File: src/rtl/mux_8x1_collector_pkg.sv
// Shared lane-tag encoding and collector state for the gather side of the demux_1x8 fan-out.
// Zero latency, no backpressure: declarations only.
package hack_mux_pkg;
    localparam int NUM_LANES = 8;
    localparam int SEL_W     = 3;

    typedef logic [SEL_W-1:0] lane_sel_t;

    typedef enum logic {
        ST_EMPTY = 1'b0,
        ST_FULL  = 1'b1
    } state_t;
endpackage

File: src/rtl/mux_8x1_collector_if.sv
// Eight valid/ready input lanes plus one tagged valid/ready output.
// Latency and backpressure are set by the module using it; master drives lanes and ready_in.
interface mux_8x1_collector_if #(parameter int WIDTH = 16);
    import hack_mux_pkg::*;

    logic [NUM_LANES-1:0]            valid_in;
    logic [NUM_LANES-1:0][WIDTH-1:0] data_in;
    logic [NUM_LANES-1:0]            ready_out;
    logic                            valid_out;
    logic [WIDTH-1:0]                data_out;
    lane_sel_t                       sel_out;
    logic                            ready_in;

    modport master (
        output valid_in, data_in, ready_in,
        input  ready_out, valid_out, data_out, sel_out
    );

    modport slave (
        input  valid_in, data_in, ready_in,
        output ready_out, valid_out, data_out, sel_out
    );
endinterface

File: src/rtl/mux_8x1_collector_rr_pick_8.sv
// Round-robin picker: first requester at or after ptr, wrapping past lane 7.
// Purely combinational, zero latency, no backpressure.
module rr_pick_8
    import hack_mux_pkg::*;
(
    input  logic [NUM_LANES-1:0] req,
    input  lane_sel_t            ptr,
    output logic [NUM_LANES-1:0] gnt_onehot,
    output lane_sel_t            gnt_idx,
    output logic                 gnt_valid
);
    logic [NUM_LANES-1:0] w_rot;
    lane_sel_t            w_pick;

    // Rotate so that lane ptr lands in bit 0; 3-bit index arithmetic wraps mod 8.
    always_comb begin
        w_rot = '0;
        for (int i = 0; i < NUM_LANES; i++) begin
            w_rot[i] = req[lane_sel_t'(i) + ptr];
        end
    end

    always_comb begin
        w_pick = '0;
        for (int i = NUM_LANES - 1; i >= 0; i--) begin
            if (w_rot[i]) begin
                w_pick = lane_sel_t'(i);
            end
        end
    end

    assign gnt_valid  = |w_rot;
    assign gnt_idx    = w_pick + ptr;
    assign gnt_onehot = gnt_valid ? (NUM_LANES'(1) << gnt_idx) : '0;
endmodule

File: src/rtl/mux_8x1_collector.sv
// Eight-lane round-robin collector into one registered, lane-tagged output; one cycle latency.
// Full rate while ready_in=1; a stalled output register drops every ready_out to zero.
module mux_8x1_collector
    import hack_mux_pkg::*;
#(
    parameter int WIDTH = 16
) (
    input logic                clk,
    input logic                rst,
    mux_8x1_collector_if.slave bus
);
    state_t               r_state;
    state_t               w_state_nxt;
    logic [WIDTH-1:0]     r_data;
    lane_sel_t            r_sel;
    lane_sel_t            r_ptr;
    logic [NUM_LANES-1:0] w_gnt_onehot;
    lane_sel_t            w_gnt_idx;
    logic                 w_gnt_valid;
    logic                 w_free;
    logic                 w_take;

    rr_pick_8 u_pick (
        .req        (bus.valid_in),
        .ptr        (r_ptr),
        .gnt_onehot (w_gnt_onehot),
        .gnt_idx    (w_gnt_idx),
        .gnt_valid  (w_gnt_valid)
    );

    // The slot frees up in the same cycle the downstream accepts, so there is no bubble.
    assign w_free = (r_state == ST_EMPTY) || bus.ready_in;
    assign w_take = w_free && w_gnt_valid && !rst;

    always_ff @(posedge clk or posedge rst) begin
        if (rst) begin
            r_state <= ST_EMPTY;
        end else begin
            r_state <= w_state_nxt;
        end
    end

    always_comb begin
        w_state_nxt = r_state;
        if (w_free) begin
            w_state_nxt = w_gnt_valid ? ST_FULL : ST_EMPTY;
        end
    end

    always_comb begin
        bus.valid_out = (r_state == ST_FULL);
        bus.data_out  = r_data;
        bus.sel_out   = r_sel;
        bus.ready_out = w_take ? w_gnt_onehot : '0;
    end

    always_ff @(posedge clk or posedge rst) begin
        if (rst) begin
            r_data <= '0;
            r_sel  <= '0;
            r_ptr  <= '0;
        end else if (w_take) begin
            r_data <= bus.data_in[w_gnt_idx];
            r_sel  <= w_gnt_idx;
            r_ptr  <= w_gnt_idx + lane_sel_t'(1);
        end
    end
endmodule

File: src/flat_wrapper.sv
// flat-port wrapper written by rule: the top's interface ports become plain ports
module mux_8x1_collector_flat import hack_mux_pkg::*;
#(
    parameter int WIDTH = 16
)
  (clk, rst, bus_valid_in, bus_data_in, bus_ready_in, bus_ready_out, bus_valid_out, bus_data_out, bus_sel_out);
  mux_8x1_collector_if #(.WIDTH(WIDTH)) bus_i ();
  input logic clk;
  input logic rst;
  input wire logic [$bits(bus_i.valid_in)-1:0] bus_valid_in;
  input wire logic [$bits(bus_i.data_in)-1:0] bus_data_in;
  input wire logic [$bits(bus_i.ready_in)-1:0] bus_ready_in;
  output wire logic [$bits(bus_i.ready_out)-1:0] bus_ready_out;
  output wire logic [$bits(bus_i.valid_out)-1:0] bus_valid_out;
  output wire logic [$bits(bus_i.data_out)-1:0] bus_data_out;
  output wire logic [$bits(bus_i.sel_out)-1:0] bus_sel_out;
  assign bus_i.valid_in = bus_valid_in;
  assign bus_i.data_in = bus_data_in;
  assign bus_i.ready_in = bus_ready_in;
  assign bus_ready_out = bus_i.ready_out;
  assign bus_valid_out = bus_i.valid_out;
  assign bus_data_out = bus_i.data_out;
  assign bus_sel_out = bus_i.sel_out;
  mux_8x1_collector #(.WIDTH(WIDTH)) u_core (.clk(clk), .rst(rst), .bus(bus_i));
endmodule
File: config.mk
export PLATFORM = sky130hd
export DESIGN_NAME = mux_8x1_collector_flat
export DESIGN_NICKNAME = d
export VERILOG_FILES = /design/src/rtl/mux_8x1_collector_pkg.sv /design/src/rtl/mux_8x1_collector_if.sv /design/src/rtl/mux_8x1_collector_rr_pick_8.sv /design/src/rtl/mux_8x1_collector.sv /design/src/flat_wrapper.sv
export SDC_FILE = /design/constraint.sdc
export NUM_CORES = 1
export LEC_CHECK = 0
export BUFFER_PORTS_ARGS = -buffer_cell sky130_fd_sc_hd__buf_4
export CORE_AREA = 2 2 86 88
export DETAILED_ROUTE_END_ITERATION = 10
export DIE_AREA = 0 0 88 90
export PLACE_DENSITY = 0.71
export SLEW_MARGIN = 40
export SYNTH_ARGS = -nofsm -noshare
export SYNTH_HDL_FRONTEND = slang
export SYNTH_SLANG_ARGS = --single-unit
File: constraint.sdc
create_clock -name clk -period 8.03 [get_ports clk]
set_input_delay 0.803 -clock clk [delete_from_list [all_inputs] [get_ports clk]]
set_output_delay 0.803 -clock clk [all_outputs]
set_load 0.01 [all_outputs]
# Word level (Yosys, flattened, before mapping)
# Cells that the tools add are included.
# totals
regBits,23
wordCells,58
input_bits,139
output_inout_bits,28
# op_classes
n_lt_le_gt_ge,9
bitwise_logic,1
mux,29
shift,1
reduce_logical,5
addsub,9
# op_table
cell,n
16-bit binary-select mux with 3-bit select,1
"3-bit by 4-bit less-than comparator with 1-bit output, second input constant",9
1-bit binary-select mux with 3-bit select,8
3-bit 2-to-1 mux,8
16-bit 2-to-1 mux,1
8-bit 2-to-1 mux,2
"3-bit adder, first input constant",4
1-bit 2-to-1 mux,9
8-bit OR reduction,1
"1-bit by 3-bit left shift with 8-bit output, first input constant",1
"2-bit by 3-bit adder with 3-bit output, first input constant",2
"1-bit by 3-bit adder with 3-bit output, first input constant",1
"3-bit by 1-bit adder with 3-bit output, second input constant",1
3-bit adder,1
1-bit logical AND,2
1-bit zero test,1
1-bit logical OR,1
1-bit inverter,1

# Logic depth before layout (Yosys ltp)
# logic_depth
word_depth,15
depth_mapped,23

# Modules after synthesis
# From an unflattened synthesis, not the netlist that was laid out.
# hier_totals
cells_unflattened,311
area_unflattened_um2,3189.3
# modules_own_cells
mod,n_inst,area_each_um2,seq_area_each_um2,cells_each
mux_8x1_collector,1,2095.8,575.6,203
rr_pick_8,1,1093.5,0.0,108

# Worst setup path before layout
# OpenSTA, ideal clock, no wires.
# synth_timing
path_type,register -> output
from,register u_core.r_ptr[1]
to,output port bus_ready_out[7]
required_time_ps,7227
stages_incl_launch_ff,23
setup_slack_ps,3213
n_path_buf,4
t_arrival_ps,4014
cell_sequence,dfrtp_1 > clkbuf_1 > inv_1 > ha_1 > buf_6 > mux4_2 > mux2_2 > a21oi_1 > nor2_1 > a21oi_1 > nor2_1 > o221a_2 > ha_1 > inv_1 > fa_1 > inv_1 > or3_1 > buf_4 > nand2_4 > inv_2 > buf_6 > ha_1 > and2_1
# synth_via
elab_chain_cells,15
elab_cells_between_ends,38
classes_between,8 x add/sub; 1 x shift; 26 x mux; 3 x reduce/logical
# synth_lines
item,line,rtl
from (decl),mux_8x1_collector.sv:16,lane_sel_t r_ptr;
from (signal assigned),mux_8x1_collector.sv:65,r_ptr <= w_gnt_idx + lane_sel_t'(1);
3-bit adder,mux_8x1_collector_rr_pick_8.sv:19,w_rot[i] = req[lane_sel_t'(i) + ptr];
1-bit binary-select mux with 3-bit select,mux_8x1_collector_rr_pick_8.sv:19,
1-bit 2-to-1 mux (not written as such),mux_8x1_collector_rr_pick_8.sv:19,
3-bit 2-to-1 mux (8 in series),mux_8x1_collector_rr_pick_8.sv:26,if (w_rot[i]) begin
3-bit adder,mux_8x1_collector_rr_pick_8.sv:33,assign gnt_idx = w_pick + ptr;
1-bit by 3-bit left shift with 8-bit output,mux_8x1_collector_rr_pick_8.sv:34,assign gnt_onehot = gnt_valid ? (NUM_LANES'(1) << gnt_idx) : '0;
8-bit 2-to-1 mux,mux_8x1_collector_rr_pick_8.sv:34,
8-bit 2-to-1 mux (*),mux_8x1_collector.sv:54,bus.ready_out = w_take ? w_gnt_onehot : '0;
to (decl),flat_wrapper.sv:13,output wire logic [$bits(bus_i.ready_out)-1:0] bus_ready_out;
# Every way passes the cells marked *; elsewhere a longest branch is shown, timed or not. The select of a mux whose other input is x is not followed.

# Final worst setup path
# layout_timing
from,register u_core.r_ptr[0]
to,output port bus_ready_out[7]
# Same word-level chain as after synthesis.

==> results.sh <==
export IMPL_gp_congestion=0.787
export IMPL_drv_slew=0
export IMPL_avgRoutedWirePerCell_um=16.8
export IMPL_dp_final_hpwl_um=6530
export IMPL_holdBufCountCts=0
export IMPL_synth_cell_types=43
export IMPL_cts_root_buf="clkbuf_8"
export IMPL_tns_ps=0
export IMPL_p_per_area_mw_per_mm2=613
export IMPL_post_cts_buffers=0
export IMPL_insertion_delay_ps=270
export IMPL_p_total_mw=2.45
export IMPL_synthToLayoutAreaGrowth_pct=49.5
export IMPL_synth_seq_cells=23
export IMPL_coreArea_sq_mm=0.00702
export IMPL_maxCapViolCount=0
export IMPL_cts_buffers=3
export IMPL_initial_core_util=0.381
export IMPL_synth_edf_count=0
export IMPL_fin_crit_sh=0.781
export IMPL_cp_required_ps=7230
export IMPL_crit_path_start_kind="register"
export IMPL_syn_cell_area_sq_mm=0.00267
export IMPL_grt_pass1_wl_um=13400
export IMPL_die_w_um=88
export IMPL_drt_iter0_markers=81
export IMPL_outcome="complete, no violations"
export IMPL_drc=0
export IMPL_syn_inst=237
export IMPL_vias=2658
export IMPL_ir_drop_uv=323
export IMPL_post_cts_resized=0
export IMPL_syn_nets=381
export IMPL_grt_pass1_vias=2804
export IMPL_tightest_slew_ps=684
export IMPL_htreeDepth=1
export IMPL_die_area_sq_mm=0.00792
export IMPL_drive_gt1_frac=0.642
export IMPL_synth_seq_area_share=0.215
export IMPL_antenna_found_initial=0
export IMPL_mostFrequentLayoutCell="buf_4"
export IMPL_wl_um=8130
export IMPL_synth_warnings=0
export IMPL_relSlewSlack=0.544
export IMPL_num_antenna_cells=0
export IMPL_grt_start_max_net_pins=41
export IMPL_fmax_mhz=160
export IMPL_track_usage=0.211
export IMPL_die_height_um=90
export IMPL_final_cell_mix="buf_4, mux4_2, nand2_1"
export IMPL_num_rows=31
export IMPL_ioPinCount=167
export IMPL_power_leakage_nw=1.84
export IMPL_ant_nets=0
export IMPL_crit_type="reg2out"
export IMPL_async_flop_share=1.00
export IMPL_cts_tree="done"
export IMPL_rsz0062_at_grt="false"
export IMPL_skew_ps=4.31
export IMPL_viasPerCell=5.49
export IMPL_cp_max_fo=21
export IMPL_io_buffers=166
export IMPL_fin_nets=530
export IMPL_setup_viol=0
export IMPL_clk_pin_slew_worst_paths_ps=80
export IMPL_post_route_min_period_ps=6270
export IMPL_ys_flop_type="dfrtp_1"
export IMPL_end_kind="primary output"
export IMPL_overflow=0
export IMPL_dr_pass1_iters=4
export IMPL_clockBufferDepth=2
export IMPL_worstHoldPathType="reg2reg"
export IMPL_worstPathArrival_ps=5470
export IMPL_cts_sinks=23
export IMPL_avgSynthCellArea_sq_um=11.3
export IMPL_hold_violations=0
## report_power, final
| part | leakage (nW) | switching (mW) | total, mW | internal, mW |
|---|---|---|---|---|
| logic | 1.53 | 1.05 | 2.15 | 1.10 |
| clock network | 0.0255 | 0.0399 | 0.0746 | 0.0347 |
| registers | 0.280 | 0.0521 | 0.227 | 0.175 |
| total | 1.84 | 1.14 | 2.45 | 1.31 |
## critical path, stage by stage (launching register included)
cell,delay (ps)
dfrtp_1,640
inv_1,240
ha_1,630
mux4_2,610
mux2_2,320
a21oi_1,130
nor2_1,60
a21oi_1,110
nor2_1,50
o221a_2,230
ha_2,160
inv_1,60
fa_4,220
inv_1,70
or3_1,680
nand2_4,190
inv_2,220
ha_1,270
and2_1,150
buf_4,140
## cell type report
type,instances,area [sq um]
clock buffers,3,41.3
clock inverters,1,5.00
fillers,624,3020
inverters,9,33.8
multi-input cells,181,1960
flip-flops and latches,23,576
well taps,99,124
repair buffers,168,1260
## per-stage QoR
stage                     setup slack [ps]   util  hold WS, ps  std cells  cell area, sq um
after floorplan                       3210      -          512        237              2670
after global placement                2240  0.561          464        480              3940
after detailed placement              2070  0.561          481        480              3940
after CTS                             1770  0.568          501        484              3990
after global routing                  1360  0.569          526        484              4000
final                                 1760  0.569          499        484              4000
## layer usage
| metal | global-route usage | share of wire | wire length, um |
|---|---|---|---|
| met1 | 0.280 | 0.39 | 3140 |
| met2 | 0.366 | 0.54 | 4360 |
| met3 | 0.0239 | 0.061 | 499 |
| met4 | 0.0513 | 0.016 | 126 |
| met5 | 0 | 0 | 0 |
## sequential cells by signal, indices dropped and copies added (netlist names)
signal	count
u_core.r_ptr	3
u_core.bus.data_out	16
u_core.bus.sel_out	3
u_core.bus.valid_out	1
## cell families (layout without fill, tap and decap cells)
logic type	Yosys count	in the layout	share of synthesized area
flip-flops	23	23	0.215
AND/OR/NAND/NOR	84	84	0.158
buffers and inverters	33	181	0.0618
adder cells (fa/ha/maj)	5	5	0.0262
AO/OA/AOI/OAI	31	31	0.112
XOR/XNOR	4	4	0.0131
multiplexers	57	57	0.413
## final timing paths
check                                             from                     end  slack [ps]  cells past startpoint
worst max-delay path                   u_core.r_ptr[0]        bus_ready_out[7]        1760                     19
worst min-delay path            u_core.bus.data_out[0]  u_core.bus.data_out[0]         500                      2
worst max register to register         u_core.r_ptr[0]         u_core.r_ptr[2]        2790                     19
worst min register to register  u_core.bus.data_out[0]  u_core.bus.data_out[0]         500                      2
max in group asynchronous                          rst   u_core.bus.sel_out[0]        7120                      2
min in group asynchronous                          rst    u_core.bus.valid_out         570                      2
## cells in the mapped netlist, drive strengths merged (2+ instances only)
cell type  instances  area (sq um)
or3                2          12.5
nor3               2          15.0
nor4               3          25.0
o21ai              5          28.8
nand2             43           169
o211ai            16           195
nand4             16           100
xnor2              3          26.3
mux4              42           946
dfrtp             23           576
nor2b              3          26.3
buf               11          82.6
mux2               6          67.6
ha                 4          50.1
clkbuf            13          48.8
nor2               9          33.8
a21oi              3          15.0
inv                9          33.8
mux2i              9          90.1
(Power assumes the default switching activity.)
